## src/rtl/paddle_ctrl.sv

```systemverilog
// rtl/paddle_ctrl.sv - Pong paddle position controller with hold-to-accelerate and AI ball tracking
module paddle_ctrl #(
    parameter int COORD_W     = 9,
    parameter int X_POS       = 8,
    parameter int HEIGHT      = 20,
    parameter int MAX_V       = 240,
    parameter int MIN_V       = 0,
    parameter int START_V     = (MAX_V - MIN_V) / 2,
    parameter int MAX_SPEED   = 4,
    parameter int ACCEL_TICKS = 8,
    parameter int AI_SPEED    = 2,
    parameter int DEADBAND    = 2
) (
    input  logic               clock,
    input  logic               reset,
    input  logic               tick,
    input  logic               up,
    input  logic               down,
    input  logic               auto_en,
    input  logic [COORD_W-1:0] ball_y,
    output logic [COORD_W-1:0] paddle_x,
    output logic [COORD_W-1:0] paddle_y,
    output logic               at_top,
    output logic               at_bottom
);

    localparam int W1 = COORD_W + 1;
    localparam int HW = $clog2(ACCEL_TICKS) + 1;
    localparam logic [COORD_W-1:0] TOP_Y = COORD_W'(MAX_V - HEIGHT);
    localparam logic [COORD_W-1:0] BOT_Y = COORD_W'(MIN_V);

    // IDLE doubles as the "no request" direction.
    typedef enum logic [1:0] {IDLE, UP, DOWN} state_t;

    state_t             state, req, nstate;
    logic [COORD_W-1:0] speed, nspeed, step, cap, ny;
    logic [HW-1:0]      hold_cnt, nhold;
    logic               last_auto;
    logic [W1-1:0]      y_ext, centre, ball_ext, sum_up, lim_down;

    always_comb begin
        y_ext    = {1'b0, paddle_y};
        centre   = y_ext + W1'(HEIGHT / 2);
        ball_ext = {1'b0, ball_y};
        cap      = auto_en ? COORD_W'(AI_SPEED) : COORD_W'(MAX_SPEED);

        req = IDLE;
        if (auto_en) begin
            if (ball_ext > centre + W1'(DEADBAND))
                req = UP;
            else if (ball_ext + W1'(DEADBAND) < centre)
                req = DOWN;
        end else if (up && !down) begin
            req = UP;
        end else if (down && !up) begin
            req = DOWN;
        end

        nstate = state;
        nspeed = speed;
        nhold  = hold_cnt;
        step   = '0;
        if (req == IDLE) begin
            nstate = IDLE;
            nspeed = COORD_W'(1);
            nhold  = '0;
        end else if (req != state || auto_en != last_auto) begin
            nstate = req;
            step   = COORD_W'(1);
            nspeed = COORD_W'(1);
            nhold  = HW'(1);
        end else begin
            // Step is capped too, so a lower cap takes effect immediately.
            step = (speed > cap) ? cap : speed;
            if (hold_cnt == HW'(ACCEL_TICKS - 1)) begin
                nspeed = (speed >= cap) ? cap : speed + COORD_W'(1);
                nhold  = '0;
            end else begin
                nhold = hold_cnt + HW'(1);
            end
        end

        sum_up   = y_ext + {1'b0, step} + W1'(HEIGHT);
        lim_down = W1'(MIN_V) + {1'b0, step};
        ny       = paddle_y;
        if (nstate == UP) begin
            if (sum_up > W1'(MAX_V)) begin
                ny     = TOP_Y;
                nspeed = COORD_W'(1);
                nhold  = '0;
            end else begin
                ny = paddle_y + step;
            end
        end else if (nstate == DOWN) begin
            if (y_ext < lim_down) begin
                ny     = BOT_Y;
                nspeed = COORD_W'(1);
                nhold  = '0;
            end else begin
                ny = paddle_y - step;
            end
        end
    end

    always_ff @(posedge clock) begin
        if (reset) begin
            paddle_x  <= COORD_W'(X_POS);
            paddle_y  <= COORD_W'(START_V);
            at_top    <= (START_V == MAX_V - HEIGHT);
            at_bottom <= (START_V == MIN_V);
            state     <= IDLE;
            speed     <= COORD_W'(1);
            hold_cnt  <= '0;
            last_auto <= 1'b0;
        end else begin
            paddle_x <= COORD_W'(X_POS);
            if (tick) begin
                paddle_y  <= ny;
                at_top    <= (ny == TOP_Y);
                at_bottom <= (ny == BOT_Y);
                state     <= nstate;
                speed     <= nspeed;
                hold_cnt  <= nhold;
                last_auto <= auto_en;
            end
        end
    end

endmodule

```

## config.mk

```make
export PLATFORM = sky130hd
export DESIGN_NAME = paddle_ctrl
export DESIGN_NICKNAME = d
export VERILOG_FILES = /design/src/rtl/paddle_ctrl.sv
export SDC_FILE = /design/constraint.sdc
export NUM_CORES = 1
export LEC_CHECK = 0
export CAP_MARGIN = 20
export CORE_MARGIN = 2
export CORE_UTILIZATION = 66
export CTS_BUF_LIST = sky130_fd_sc_hd__clkbuf_4
export CTS_CLUSTER_SIZE = 40
export DETAILED_ROUTE_END_ITERATION = 8
export PLACE_DENSITY = 0.95
export SLEW_MARGIN = 10
export SYNTH_ARGS = -nofsm -noshare
export SYNTH_HDL_FRONTEND = slang
export SYNTH_SLANG_ARGS = --single-unit
export TNS_END_PERCENT = 30
```

## constraint.sdc

```tcl
create_clock -name clock -period 12.8 [get_ports clock]
set_input_delay 1.92 -clock clock [delete_from_list [all_inputs] [get_ports clock]]
set_output_delay 1.92 -clock clock [all_outputs]
set_load 0.01 [all_outputs]
```

* Yosys cells after proc, flatten, opt, wreduce, memory -nomap -nowiden
Cells that the tools add are included.
Storage, ports and cells: register bits after elaboration 27, word-level logic and storage cells 65, output and inout bits 20
Operators by class: mux-type cells 30, reductions and logical operators 7, add/sub/neg operators 9, equal/unequal tests 6, order comparisons 6
Operators by type and width (count):
- 9-bit 2-to-1 mux | 15
- 4-bit 2-to-1 mux | 7
- 2-bit 2-to-1 mux | 7
- 10-bit by 2-bit adder with 10-bit output (second input constant) | 1
- 10-bit by 5-bit adder with 10-bit output (second input constant) | 1
- 9-bit by 2-bit adder with 10-bit output (second input constant) | 1
- 9-bit by 4-bit adder with 10-bit output (second input constant) | 1
- 9-bit by 9-bit adder with 10-bit output | 1
- 10-bit by 8-bit > comparator with 1-bit output (second input constant) | 1
- 9-bit by 10-bit > comparator with 1-bit output | 1
- 10-bit < comparator | 1
- 9-bit by 1-bit adder with 9-bit output (second input constant) | 1
- 9-bit adder | 1
- 9-bit by 8-bit equality test with 1-bit output (second input constant) | 1
- 9-bit by 3-bit >= comparator with 1-bit output | 1
- 9-bit by 3-bit > comparator with 1-bit output | 1
- 9-bit zero test | 1
- 9-bit < comparator | 1
- 9-bit subtractor | 1
- 4-bit by 1-bit adder with 4-bit output (second input constant) | 1
- 4-bit by 3-bit equality test with 1-bit output (second input constant) | 1
- 3-bit 2-to-1 mux | 1
- 2-bit by 1-bit equality test with 1-bit output (second input constant) | 1
- 2-bit equality test (second input constant) | 1
- 6 further kinds | 8

* Longest topological paths before layout
Gate-level depths: netlist (run 1).
word-level depth 15, depth in mapped cells 30

* Worst setup path before layout (run 1)
Ideal clock, no wire load.
path type input to register, from input port ball_y[1], to register at_bottom, setup time 0.084 ns, slack 5.798 ns, required time 12.716 ns, buffers on the path 1, cell stages on the path 24, data arrival time 6.918 ns, path through and3_1 nand3_1 or2_2 xnor2_1 ha_1 a21o_1 nand2_1 and3_1 a31oi_2 and2_1 nor3_1 o211ai_1 ha_1 buf_2 xnor2_1 ha_1 o31a_1 o41ai_4 xnor2_1 a32oi_2 nand2_2 o221a_1 or4_1 o31ai_2
Between the ends: word-level cells in the longest chain between the ends 15
RTL lines:
- start, declared | RTL line 20 | input logic [COORD_W-1:0] ball_y,
- 9-bit by 2-bit adder with 10-bit output | RTL line 51 | else if (ball_ext + W1'(DEADBAND) < centre)
- 10-bit < comparator | RTL line 51
- 2-bit 2-to-1 mux | RTL line 51
- 2-bit 2-to-1 mux * | RTL line 49 | if (ball_ext > centre + W1'(DEADBAND))
- 2-bit 2-to-1 mux * | RTL line 48 | if (auto_en) begin
- 2-bit != test | RTL line 67 | end else if (req != state || auto_en != last_auto) begin
- 1-bit logical OR | RTL line 67
- 9-bit 2-to-1 mux | RTL line 67
- 9-bit 2-to-1 mux | RTL line 63 | if (req == IDLE) begin
- 9-bit by 9-bit adder with 10-bit output | RTL line 83 | sum_up = y_ext + {1'b0, step} + W1'(HEIGHT);
- 10-bit by 5-bit adder with 10-bit output | RTL line 83
- 10-bit by 8-bit > comparator with 1-bit output | RTL line 87 | if (sum_up > W1'(MAX_V)) begin
- 9-bit 2-to-1 mux | RTL line 87
- 9-bit 2-to-1 mux * | RTL line 86 | if (nstate == UP) begin
- 9-bit zero test * | RTL line 120 | at_bottom <= (ny == BOT_Y);
- end signal, assigned | RTL line 110 | at_bottom <= (START_V == MIN_V);
- end signal, assigned | RTL line 120
- end, declared | RTL line 24 | output logic at_bottom
Mark *: on every way between the ends. The rest lies on a longest branch, timed or not. A chain may end at the register's enable or synchronous reset.

* Worst setup path after layout (run 1)
from input port ball_y[1], to register at_top
Between the ends: word-level cells in the longest chain between the ends 15
RTL lines:
- 9-bit by 2-bit adder with 10-bit output | RTL line 51
- 10-bit < comparator | RTL line 51
- 2-bit 2-to-1 mux | RTL line 51
- 2-bit 2-to-1 mux * | RTL line 49
- 2-bit 2-to-1 mux * | RTL line 48
- 2-bit != test | RTL line 67
- 1-bit logical OR | RTL line 67
- 9-bit 2-to-1 mux | RTL line 67
- 9-bit 2-to-1 mux | RTL line 63
- 9-bit by 9-bit adder with 10-bit output | RTL line 83
- 10-bit by 5-bit adder with 10-bit output | RTL line 83
- 10-bit by 8-bit > comparator with 1-bit output | RTL line 87
- 9-bit 2-to-1 mux | RTL line 87
- 9-bit 2-to-1 mux * | RTL line 86
- 9-bit by 8-bit equality test with 1-bit output * | RTL line 119 | at_top <= (ny == TOP_Y);
- end signal, assigned | RTL line 109 | at_top <= (START_V == MAX_V - HEIGHT);
- end signal, assigned | RTL line 119
- end, declared | RTL line 23 | output logic at_top,
Marks and branches as above.

==> impl_metrics.tcl, run 1 <==
set metrics [dict create \
    status "finished clean" \
    powerDensity_nw_per_um2 181 \
    drt-met1-wl_mm 4.16 \
    fin_tns_setup_ps 0 \
    maxSlewViolCount 0 \
    yosys.area.top_type "ha_1" \
    ctsHoldBuffers 0 \
    drive_above_1_share_pct 8.56 \
    viasPerCell 6.24 \
    crit_start "ball_y[1]" \
    crit_path_start_kind "input port" \
    critPathRequiredTime_ps 13040 \
    clk_latency_ps 310 \
    seq_power_share_pct 16.9 \
    post_cts.repair.setup_buffers 0 \
    irDropWorstVdd_uv 130 \
    clkTransAtPathRegs_ps 140 \
    dieArea_sq_um 6650 \
    ff_latch_area_sq_um 541 \
    cp_max_fo 14 \
    core_area_sq_um 5850 \
    switching_power_uw 405 \
    portBuffers 25 \
    power.internal_uw 371 \
    finalPower_uw 776 \
    critPathKind "in -> reg" \
    drt-pass1-iter-count 7 \
    slew_headroom_pct 49.6 \
    cts_buffers 3 \
    yosys-top-cells-count "ha_1, nor2_1, inv_1" \
    mappedNetlistArea_sq_um 3970 \
    drcViolationCount 0 \
    num_io_pins 35 \
    grt_util_all_layers_pct 30.2 \
    fin_crit_ps 8090 \
    multiInputGateArea_sq_um 3200 \
    initial_utilization_pct 67.8 \
    worstSetupEndpointType "flop" \
    dr_wl_met2_mm 4.70 \
    timing.rr.end "at_top" \
    finalClockSkew_ps 2.72 \
    dr_wl_met3_microns 506 \
    antenna_found_initial 0 \
    yosysMostFrequentCell "ha_1" \
    ys_warn_count 0 \
    final_area_sq_um 4280 \
    wl_mm 9.60 \
    grt-ovfl-total 0 \
    r2r_start "paddle_y[1]" \
    ff2ff_setup_slack_ps 5010 \
    power_leakage_nw 1.81 \
    cts_tree "done" \
    rsz0062_at_grt "false" \
    antenna_left 0 \
    arrival_ps 8320 \
    power_frac_comb_pct 78.4 \
    hold_class "reg -> reg" \
    root_buffer "clkbuf_4" \
    yosysSeqAreaShare_pct 13.6 \
    yosys.area.top_type_share_pct 18.0 \
    cts.path.max_buffers 2 \
    drtIter0Drc 228 \
    worstSetupEndpoint "at_top" \
    syn_inst 485 \
    ff2ff_path_depth 26 \
    dp_hpwl_mm 7.64 \
    synth_edf_count 0 \
    finalWeightedCongestion 0.931 \
    cts_sinks 27 \
    cap_violations 0 \
    max_slew.worst_pin.slew_ps 737 \
    fp-row-count 28 \
    hold_viol 0 \
    ys_types 84 \
    fill_cells 456 \
    wl_per_cell_microns 16.3 \
    synth_area_leaders "ha_1, dfxtp_1, xnor2_1" \
    synth_ff_type "dfxtp_1" \
    via_count 3677 \
    place_area_sq_um 4250 \
    cts_resized 0 \
    grt_max_degree 28 \
    p_clk_share_pct 4.6 \
    ys_ff_latch 27 \
    top_layer "met4" \
    ys_async_sr_fraction_pct 0 \
    fin_crit_sh_pct 63.2 \
    diodes 0 \
    die_w_microns 81.5 \
    setup_viol 0 \
    avgSynthCellArea_sq_um 8.18 \
    area_growth_pct 7.92 \
    switching_share_pct 52.2 \
    cts_max_level 1 \
    max_freq_mhz 124 \
    grt_pass1_wl_mm 16.1 \
    layout.nets 592 \
    die_h_microns 81.5 \
    grt_pass1_vias 3580 \
]
[worst min path at each step]
stage / slack (ps) / to / depth (start not counted) / start
2_1_floorplan: 420 / speed[4] / 2 / speed[4]
3_3_place_gp: 430 / speed[7] / 2 / speed[7]
5_1_grt: 490 / speed[6] / 2 / speed[6]
4_1_cts: 460 / speed[4] / 2 / speed[4]
3_5_place_dp: 440 / speed[4] / 2 / speed[4]
6_report: 450 / speed[4] / 2 / speed[4]
[sequential cells by signal, summed over array words and instances, names as in the netlist]
register   count
speed          9
state          2
at_bottom      1
at_top         1
paddle_y       9
last_auto      1
hold_cnt       4
[per-stage QoR]
step	util, %	hold WS [ps]	setup WS [ps]	instances
2_1_floorplan	-	420	5800	510
3_3_place_gp	72.7	426	4740	585
3_5_place_dp	72.7	439	4470	585
4_1_cts	73.2	459	4800	589
5_1_grt	73.2	493	4300	589
6_report	73.2	455	4710	589
[routing by layer]
layer	track usage (%)	vias to the layer above
met5	0	-
met4	9.49	0
met3	3.08	25
met2	52.5	120
met1	39.1	1746
li1	-	1786
[power groups by stage]
| stage | Combinational, mW | Sequential (mW) | Clock, mW |
|---|---|---|---|
| after floorplan | 0.480 | 0.117 | 0 |
| after global placement | 0.567 | 0.131 | 0 |
| after detailed placement | 0.589 | 0.132 | 0 |
| after CTS | 0.593 | 0.130 | 0.0361 |
| after global routing | 0.665 | 0.134 | 0.0400 |
| final | 0.609 | 0.131 | 0.0360 |
[area by class of cell]
type,count,area share [%]
Sequential cell,27,12.6
Inverter,40,3.51
Tap cell,75,2.19
Multi-Input combinational cell,416,74.8
Clock inverter,1,0.117
Timing Repair Buffer,27,6.20
Clock buffer,3,0.526
[worst max-delay path, stage by stage]
cell	delay, ps
clkdlybuf4s50_1	550
and3_1	180
nand3_1	130
or2_2	340
xnor2_1	130
ha_1	310
nand3_1	90
nor3_1	180
o21ai_1	130
a31oi_2	610
and2_1	290
nor3_1	90
o211ai_1	160
ha_1	440
xnor2_1	200
ha_1	280
nand3b_1	110
a2bb2oi_1	70
a211o_1	290
nor4b_1	400
a32oi_2	250
and3_1	230
o32a_1	360
nand4bb_1	280
o31ai_1	300
[cells by family (layout without fill, tap and decap cells)]
kind of cell / Yosys count / count (layout) / synth area share, %
AND/OR/NAND/NOR: 160 / 160 / 21.6
AO/OA/AOI/OAI: 129 / 129 / 27.2
buffers and inverters: 67 / 71 / 7.98
adder cells (fa/ha/maj): 62 / 62 / 20.5
XOR/XNOR: 33 / 33 / 7.66
flip-flops: 27 / 27 / 13.6
multiplexers: 5 / 5 / 1.26
other: 2 / 27 / 0.189
[layout by cell type (no fill, tap or decap), types with 8 or more instances in the layout]
cell | Yosys | routed
ha_1 | 57 | 57
nor2_1 | 43 | 43
inv_1 | 40 | 40
nand2_1 | 28 | 28
conb_1 | 2 | 27
dfxtp_1 | 27 | 27
clkdlybuf4s50_1 | 0 | 25
xnor2_1 | 23 | 23
a21oi_1 | 23 | 23
o21bai_1 | 12 | 12
nor3_1 | 12 | 12
nand3_1 | 11 | 11
o21ai_0 | 10 | 10
xor2_1 | 8 | 8
Note: power is estimated with default switching activity, not from simulation.
==> run 2, diff against run 1 <==
--- a/config.mk
+++ b/config.mk
@@ -7,11 +7,11 @@
 export LEC_CHECK = 0
 export CAP_MARGIN = 20
 export CORE_MARGIN = 2
-export CORE_UTILIZATION = 66
+export CORE_UTILIZATION = 61
 export CTS_BUF_LIST = sky130_fd_sc_hd__clkbuf_4
 export CTS_CLUSTER_SIZE = 40
 export DETAILED_ROUTE_END_ITERATION = 8
-export PLACE_DENSITY = 0.95
+export PLACE_DENSITY = 0.93
 export SLEW_MARGIN = 10
 export SYNTH_ARGS = -nofsm -noshare
 export SYNTH_HDL_FRONTEND = slang
==> constraint.sdc (replaced) <==
create_clock -name clock -period 8.45 [get_ports clock]
set_input_delay 1.2675 -clock clock [delete_from_list [all_inputs] [get_ports clock]]
set_output_delay 1.2675 -clock clock [all_outputs]
set_load 0.01 [all_outputs]
==> impl_metrics.tcl, run 2 (synthesis results as in run 1) <==
set metrics [dict create \
    status "finished clean" \
    drive_above_1_share_pct 8.74 \
    max_slew.worst_pin.slew_ps 719 \
    reg_top3 "paddle_y x9, speed x9, hold_cnt x4" \
    root_buffer "clkbuf_4" \
    ff2ff_path_depth 25 \
    cts_tree "done" \
    worstSetupEndpointType "flop" \
    drcViolationCount 0 \
    powerDensity_nw_per_um2 275 \
    drtIter0Drc 328 \
    diodes 0 \
    fp-row-count 29 \
    final_common_cell "ha_1" \
    portBuffers 25 \
    timing.rr.end "at_bottom" \
    cts_max_level 1 \
    fin_crit_ps 7760 \
    fin_tns_setup_ps 0 \
    drt-pass1-iter-count 5 \
    rsz0062_at_grt "false" \
    grt_pass1_wl_mm 16.1 \
    cpPeakStageDelay_ps 790 \
    antenna_left 0 \
    fill_cells 490 \
    layout.nets 593 \
    critPathKind "reg -> reg" \
    post_cts.repair.setup_buffers 0 \
    finalWeightedCongestion 0.961 \
    crit_top_cell "ha_1" \
    viasPerCell 6.27 \
    cts_buffers 3 \
    die_w_microns 84.7 \
    ctsHoldBuffers 0 \
    cts_sinks 27 \
    dp_hpwl_mm 7.66 \
    cts.path.max_buffers 2 \
    dieArea_sq_um 7170 \
    hold_class "reg -> reg" \
    hold_viol 0 \
    via_count 3712 \
    final_cell_mix "ha_1, nor2_1, inv_1" \
    min_to "speed[7]" \
    maxSlewViolCount 0 \
    crit_path_start_kind "flop" \
    post-place-ws_ps 795 \
    critPathRequiredTime_ps 8700 \
    grt-ovfl-total 0 \
    antenna_found_initial 0 \
    setup_ws_ps 692 \
    setup_viol 0 \
    clkTransAtPathRegs_ps 160 \
    finalClockSkew_ps 11.3 \
    grt_pass1_vias 3571 \
    path_buf_inv 1 \
    slew_headroom_pct 50.8 \
    wl_mm 9.57 \
    clk_latency_ps 330 \
    ff2ff_setup_slack_ps 690 \
    die_h_microns 84.7 \
    max_freq_mhz 129 \
    cp_max_fo 18 \
    irDropWorstVdd_uv 140 \
    place_area_sq_um 4260 \
    min_path_cells 2 \
    wl_per_cell_microns 16.2 \
    grt_util_all_layers_pct 26.5 \
    final_area_sq_um 4320 \
    critical-path-slowest-cell "dfxtp_1" \
    core_area_sq_um 6310 \
    num_io_pins 35 \
    crit_family "compound AO/OA/AOI/OAI gates" \
    r2r_start "paddle_y[1]" \
    fin_crit_sh_pct 91.8 \
    area_growth_pct 8.77 \
    initial_utilization_pct 62.8 \
    grt_max_degree 28 \
    cap_violations 0 \
    cts_resized 0 \
    power_leakage_nw 1.82 \
    hold_start "speed[7]" \
    arrival_ps 8010 \
]
[run 2: cell count changes in the layout (fill, tap and decap cells not counted)]
cell,change
buf_16,+1
inv_6,+1
clkinv_2,-1
[run 2: worst max-delay path by stage]
| stage | depth (start not counted) | to | slack [ps] | startpoint |
|---|---|---|---|---|
| floorplan | 28 | at_bottom | 1830 | paddle_y[3] |
| global placement | 24 | at_bottom | 1090 | ball_y[1] |
| detailed placement | 24 | at_bottom | 790 | ball_y[1] |
| CTS | 25 | at_bottom | 800 | paddle_y[1] |
| global route | 25 | at_bottom | 140 | paddle_y[1] |
| finish | 25 | at_bottom | 690 | paddle_y[1] |
[run 2: layout make-up]
| type | instances | area [sq um] | share of cell area [%] |
|---|---|---|---|
| Clock buffer | 3 | 22.5 | 0.522 |
| Clock inverter | 1 | 8.76 | 0.203 |
| Tap cell | 77 | 96.3 | 2.23 |
| Timing Repair Buffer | 28 | 293 | 6.78 |
| Inverter | 40 | 150 | 3.48 |
| Sequential cell | 27 | 541 | 12.5 |
| Multi-Input combinational cell | 416 | 3200 | 74.3 |
[run 2: metal layers]
layer  global-route usage, %  wire length (microns)  vias up
li1                        -                      -     1793
met5                       0                      0        -
met2                    47.2                   4790      150
met1                    35.2                   4070     1750
met3                    1.18                    540       19
met4                    6.78                    172        0
[run 2: metrics by stage]
stage | hold slack [ps] | util [%] | cells | power, mW
2_1_floorplan | 420 | - | 510 | 0.905
5_1_grt | 473 | 68.4 | 592 | 1.28
6_report | 456 | 68.4 | 592 | 1.18
4_1_cts | 460 | 67.9 | 591 | 1.16
3_3_place_gp | 427 | 67.4 | 587 | 1.06
3_5_place_dp | 439 | 67.4 | 587 | 1.09
[run 2: report_power, final]
part           internal [mW]  total (mW)  switching, mW
registers              0.143       0.190         0.0469
logic                  0.404       0.936          0.532
clock network         0.0193      0.0586         0.0393
[run 2: worst reg2reg max path, cell delays in order (launching register included)]
cell and delay, ps:
dfxtp_1 790, inv_1 250, ha_1 400, or3_1 390, nor3_1 320, xor2_1 150
ha_1 230, a22o_1 230, nor4_1 240, a32oi_2 220, o211ai_2 110, a31oi_2 280
and2_1 310, nor3_1 260, o211ai_1 200, ha_1 580, xnor2_1 140, ha_1 240
o31a_1 330, o41ai_4 290, xnor2_1 130, a32oi_2 360, nand2_2 190, o221a_2 310
or4_1 550, o31ai_2 190
